<file path="config.mk">
export PLATFORM = sky130hd
export DESIGN_NAME = fwd_hazard_ctrl
export DESIGN_NICKNAME = d
export VERILOG_FILES = /design/src/rtl/fwd_hazard_ctrl.sv
export SDC_FILE = /design/constraint.sdc
export NUM_CORES = 1
export LEC_CHECK = 0
export BUFFER_PORTS_ARGS = -buffer_cell sky130_fd_sc_hd__buf_2
export CORE_UTILIZATION = 30
export DETAILED_ROUTE_END_ITERATION = 7
export HOLD_SLACK_MARGIN = 0.08
export PLACE_DENSITY = 0.48
export SYNTH_ARGS = -nofsm -noshare
export SYNTH_HDL_FRONTEND = slang
export SYNTH_SLANG_ARGS = --single-unit
export TNS_END_PERCENT = 5
</file>
<file path="constraint.sdc">
create_clock -name clk -period 5.89 [get_ports clk]
set_clock_uncertainty 0.15 [all_clocks]
set_input_delay 0.2945 -clock clk [delete_from_list [all_inputs] [get_ports clk]]
set_output_delay 0.2945 -clock clk [all_outputs]
set_load 0.05 [all_outputs]
</file>
<file path="src/rtl/fwd_hazard_ctrl.sv">
// Forwarding select and load-use/RAW hazard controller for a 5-stage MIPS pipeline.
// Optional macro FWD_EN enables operand forwarding; otherwise RAW hazards stall until WB.
module fwd_hazard_ctrl #(
  parameter int REG_AW     = 5,
  parameter int LOAD_STALL = 1,
  parameter int CNT_W      = 16
) (
  input  logic              clk,
  input  logic              rst_n,
  input  logic              id_valid,
  input  logic [REG_AW-1:0] id_rs,
  input  logic [REG_AW-1:0] id_rt,
  input  logic              id_use_rs,
  input  logic              id_use_rt,
  input  logic [REG_AW-1:0] id_rd,
  input  logic              id_reg_write,
  input  logic              id_mem_read,
  input  logic              flush,
  output logic              pc_write,
  output logic              ifid_write,
  output logic              idex_bubble,
  output logic [1:0]        fwd_a_sel,
  output logic [1:0]        fwd_b_sel,
  output logic [1:0]        hz_state,
  output logic [CNT_W-1:0]  stall_cnt
);

  typedef enum logic [1:0] {
    RUN       = 2'b00,
    LU_STALL  = 2'b01,
    RAW_STALL = 2'b10
  } hz_state_t;

  hz_state_t state, state_nxt;

  // Stage records: _p0 = EX, _p1 = MEM, _p2 = WB
  logic              vld_p0, vld_p1, vld_p2;
  logic [REG_AW-1:0] dst_p0, dst_p1, dst_p2;
  logic              we_p0, we_p1, we_p2;
  logic              ld_p0, ld_p1, ld_p2;

  logic rs_ex_hit, rt_ex_hit, rs_mem_hit, rt_mem_hit;
  logic ex_hit, mem_hit;
  logic lu_hit, raw_hit;

  function automatic logic rec_match(
    input logic              v,
    input logic              we,
    input logic [REG_AW-1:0] dst,
    input logic [REG_AW-1:0] src,
    input logic              use_src
  );
    return v & we & use_src & (src != '0) & (dst == src);
  endfunction

  function automatic logic [1:0] fwd_pick(input logic ex_m, input logic mem_m);
    if (ex_m)
      return 2'b01;
    else if (mem_m)
      return 2'b10;
    else
      return 2'b00;
  endfunction

  assign rs_ex_hit  = rec_match(vld_p0, we_p0, dst_p0, id_rs, id_use_rs);
  assign rt_ex_hit  = rec_match(vld_p0, we_p0, dst_p0, id_rt, id_use_rt);
  assign rs_mem_hit = rec_match(vld_p1, we_p1, dst_p1, id_rs, id_use_rs);
  assign rt_mem_hit = rec_match(vld_p1, we_p1, dst_p1, id_rt, id_use_rt);
  assign ex_hit     = rs_ex_hit | rt_ex_hit;
  assign mem_hit    = rs_mem_hit | rt_mem_hit;

`ifdef FWD_EN
  // A slow data memory also makes a load sitting in MEM a load-use hazard.
  assign lu_hit  = id_valid & ((ex_hit & ld_p0) |
                               ((LOAD_STALL == 2) & mem_hit & ld_p1));
  assign raw_hit = 1'b0;
`else
  assign lu_hit  = 1'b0;
  assign raw_hit = id_valid & (ex_hit | mem_hit);
`endif

  always_comb begin
    pc_write    = 1'b1;
    ifid_write  = 1'b1;
    idex_bubble = 1'b0;
    state_nxt   = RUN;
    if (flush) begin
      idex_bubble = 1'b1;
    end else if (lu_hit) begin
      pc_write    = 1'b0;
      ifid_write  = 1'b0;
      idex_bubble = 1'b1;
      state_nxt   = LU_STALL;
    end else if (raw_hit) begin
      pc_write    = 1'b0;
      ifid_write  = 1'b0;
      idex_bubble = 1'b1;
      state_nxt   = RAW_STALL;
    end
  end

  always_ff @(posedge clk or negedge rst_n) begin
    if (!rst_n)
      state <= RUN;
    else
      state <= state_nxt;
  end

  assign hz_state = state;

  always_ff @(posedge clk or negedge rst_n) begin
    if (!rst_n) begin
      vld_p0 <= 1'b0;
      dst_p0 <= '0;
      we_p0  <= 1'b0;
      ld_p0  <= 1'b0;
      vld_p1 <= 1'b0;
      dst_p1 <= '0;
      we_p1  <= 1'b0;
      ld_p1  <= 1'b0;
      vld_p2 <= 1'b0;
      dst_p2 <= '0;
      we_p2  <= 1'b0;
      ld_p2  <= 1'b0;
    end else begin
      vld_p0 <= id_valid & ~idex_bubble;
      dst_p0 <= id_rd;
      we_p0  <= id_reg_write;
      ld_p0  <= id_mem_read;
      vld_p1 <= vld_p0;
      dst_p1 <= dst_p0;
      we_p1  <= we_p0;
      ld_p1  <= ld_p0;
      vld_p2 <= vld_p1;
      dst_p2 <= dst_p1;
      we_p2  <= we_p1;
      ld_p2  <= ld_p1;
    end
  end

  // WB record has no consumer here: the regfile is write-before-read.
  logic unused_rec;
  assign unused_rec = ^{vld_p2, dst_p2, we_p2, ld_p2, ld_p1, ld_p0};

`ifdef FWD_EN
  logic [1:0] sel_a_p0, sel_b_p0;

  always_ff @(posedge clk or negedge rst_n) begin
    if (!rst_n) begin
      sel_a_p0 <= 2'b00;
      sel_b_p0 <= 2'b00;
    end else if (idex_bubble || !id_valid) begin
      sel_a_p0 <= 2'b00;
      sel_b_p0 <= 2'b00;
    end else begin
      sel_a_p0 <= fwd_pick(rs_ex_hit, rs_mem_hit);
      sel_b_p0 <= fwd_pick(rt_ex_hit, rt_mem_hit);
    end
  end

  assign fwd_a_sel = sel_a_p0;
  assign fwd_b_sel = sel_b_p0;
`else
  assign fwd_a_sel = 2'b00;
  assign fwd_b_sel = 2'b00;
`endif

  always_ff @(posedge clk or negedge rst_n) begin
    if (!rst_n)
      stall_cnt <= '0;
    else if (!pc_write && (stall_cnt != '1))
      stall_cnt <= stall_cnt + CNT_W'(1);
  end

endmodule
</file>
==> impl_metrics.csv <==
group,metric,value,unit
outcome,status,"complete, no violations",
global_routing,grt_max_degree,32,
clocking,cts-root-buf,"clkbuf_8",
clocking,cts_hold_buf,7,
detailed_routing,firstDrtPassIters,4,
detailed_routing,dr.first_iter.drc_count,26,
global_routing,grt_pass1_vias,1162,
global_routing,grt_pass1_wl,5278,um
cells_and_area,area_delta_synth_final,25.20,%
yosys,synth-async-reset-ratio,100.0,%
critical_path,crit_path_max_fanout,17,
critical_path,critPathSlowestCell,"o22ai_4",
cells_and_area,fin_cells,256,
timing,slew_headroom,52.90,%
clocking,cts_buffers,5,
critical_path,crit_required,5.45,ns
yosys,syn-mean-instance-area,12.02,sq um
clocking,cts_tree,"built",
power,p_leak,0.9250,nW
detailed_routing,ant_nets,0,
cells_and_area,regArea,775.7,sq um
critical_path,slowest_delay,0.52,ns
detailed_routing,wire_per_inst,12.56,um
yosys,ys_types,34,
floorplanning,coreArea,5107,sq um
timing,layout_min_cycle_time,2.569,ns
clocking,clkLatencyLatePin,0.28,ns
timing,setup_tns,0,ns
clocking,cts.sinks,31,
hold_path,hold_depth,0,
critical_path,crit_chain,"xor2_1 > nor4_2 > a22oi_2 > o22ai_4 > inv_2 > buf_2",
global_routing,gr-total-overflow,0,
critical_path,critical_path_arrival,2.12,ns
floorplanning,initial_core_util,31.31,%
cells_and_area,final_nets,209,
floorplanning,die_x,75.01,um
yosys,synth_top_area_cell,"dfrtp_1",
cells_and_area,diodes,0,
timing,period_share,43.62,%
critical_path,ff2ff_setup_slack,3.54,ns
critical_path,start_kind,"flip-flop",
power,vdd_ir_drop_max,0.1194,mV
timing,grt_setup_unrepaired,"false",
global_routing,grt_antenna_before_repair,0,
place,placed_cells,241,
floorplanning,std_cell_rows,26,
floorplanning,die_area,5626,sq um
clocking,path_clk_slew,0.06,ns
yosys,yosys_warnings,0,
timing,setup_viol,0,
floorplanning,io_pins,48,
floorplanning,fp.dieH,75.01,um
cells_and_area,drive_gt1_share,36.56,%
critical_path,worst-setup-path-type,"flip-flop to output pin",
yosys,synthTopCellsByArea,"dfrtp_1 (49%), xor2_1 (11%), xnor2_1 (7.7%)",
yosys,synth_common_cells,"dfrtp_1 (31), xor2_1 (20), xnor2_1 (14)",
cells_and_area,fill_cells,527,
yosys,yosysTopAreaCellShare,48.51,%
critical_path,end_kind,"output pin",
clocking,h-tree-depth,2,
detailed_routing,vias,1149,
yosys,synth_edf_count,0,
clocking,cts_setup_buffers,0,
clocking,clockBufferDepth,2,
yosys,yosysMostFrequentCell,"dfrtp_1",
power,power_density,217.7,nW/um^2
cells_and_area,multi_input_area,778.2,sq um
yosys,ys_seq_area_share,48.51,%
critical_path,reg2reg_depth,6,
yosys,synth-main-ff-cell,"dfrtp_1",
global_routing,grt_usage,12.77,%
place,gp_congestion,0.7750,
yosys,syn_inst,133,
detailed_routing,routed_wirelength,3215,um
timing,fmax,389.2,MHz
detailed_routing,drc,0,
place,dp_hpwl,2380,um
yosys,netlist_area,1599,sq um
timing,tightest_slew,0.7065,ns
place,io_buffers,41,
hold_path,hp-class,"flip-flop to flip-flop",
yosys,ys_seq_elements,31,
clocking,post_cts.resized_instances,0,
timing,slew_violations,0,
job,drv_cap,0,
timing,hold_viol,0,
detailed_routing,avgViaCountPerCell,4.488,
## worst paths after layout
kind	startpoint	endpoint
worst max-delay path	dst_p1[3]	pc_write
worst max register to register	dst_p1[3]	stall_cnt[14]
min in group asynchronous	rst_n	stall_cnt[0]
max in group asynchronous	rst_n	dst_p0[3]
worst min-delay path	vld_p0	vld_p1
worst min register to register	vld_p0	vld_p1
## state kept, by name (all words and copies together) (netlist names)
register / cells
stall_cnt: 16
dst_p0: 5
dst_p1: 5
hz_state: 1
vld_p0: 1
vld_p1: 1
we_p0: 1
we_p1: 1
## worst max-delay path, delay by kind of cell (launching register included)
kind            cells  cell delay [ns]
flops               1             0.40
xor+xnor            1             0.16
simple gates        1             0.32
compound gates      2             0.67
buf+inv             2             0.29
## cell families after synthesis
| family | count (synthesis) | share of synthesized area, % |
|---|---|---|
| AOI/OAI and AO/OA | 7 | 4.304 |
| xor gates and xnor gates | 34 | 18.62 |
| adders and majority gates | 1 | 0.7823 |
| buffers and inverters | 8 | 3.755 |
| DFF | 31 | 48.51 |
| muxes | 2 | 1.643 |
| other | 1 | 0.2345 |
| and+or+nand+nor | 49 | 22.15 |
## routing by layer
| layer | part of all wire [%] | global-route usage, % |
|---|---|---|
| met5 | 0 | 0 |
| met4 | 1.2 | 4.403 |
| met3 | 7.2 | 4.418 |
| met2 | 46 | 20.92 |
| met1 | 45 | 15.71 |
## placed cells by master (no fill, tap or decap), types with 2 or more instances in the layout
cell type / count
buf_2: 41
dfrtp_1: 31
xor2_1: 20
xnor2_1: 14
nand4_1: 7
dlygate4sd3_1: 7
nand2_1: 6
nor2_1: 6
and3_1: 6
nand3_2: 6
conb_1: 5
clkbuf_8: 5
or4_1: 2
o21ai_1: 2
nor4_2: 2
a22oi_2: 2
or2b_2: 2
nand4_2: 2
clkbuf_1: 2
## per-stage QoR
stage	hold slack, ns	setup slack, ns	utilization, %	area [sq um]	power [mW]
2_1_floorplan	-0.1511	3.588	-	1614	0.2605
3_3_place_gp	0.2103	3.468	36.23	1851	0.2767
3_5_place_dp	0.2135	3.479	36.23	1851	0.2779
4_1_cts	0.2281	3.266	39.20	2002	0.4443
5_1_grt	0.2310	3.110	39.20	2002	0.4599
6_report	0.2232	3.321	39.20	2002	0.4357
## final cells by class
class	instances	share of cell area (%)
clock buffer	7	3.813
clock inverter	1	0.2500
inverter	1	0.1875
multi-input combinational	98	38.87
sequential	31	38.75
tap	70	4.375
timing repair buffer	48	13.75
## power breakdown
| group | switching, mW | internal (mW) | leakage, nW | total [mW] |
|---|---|---|---|---|
| sequential | 0.00546 | 0.219 | 0.403 | 0.225 |
| combinational | 0.0331 | 0.0190 | 0.480 | 0.0521 |
| clock | 0.0764 | 0.0828 | 0.0422 | 0.159 |
| total | 0.115 | 0.321 | 0.925 | 0.436 |
Note: power is estimated with default switching activity, not from simulation.
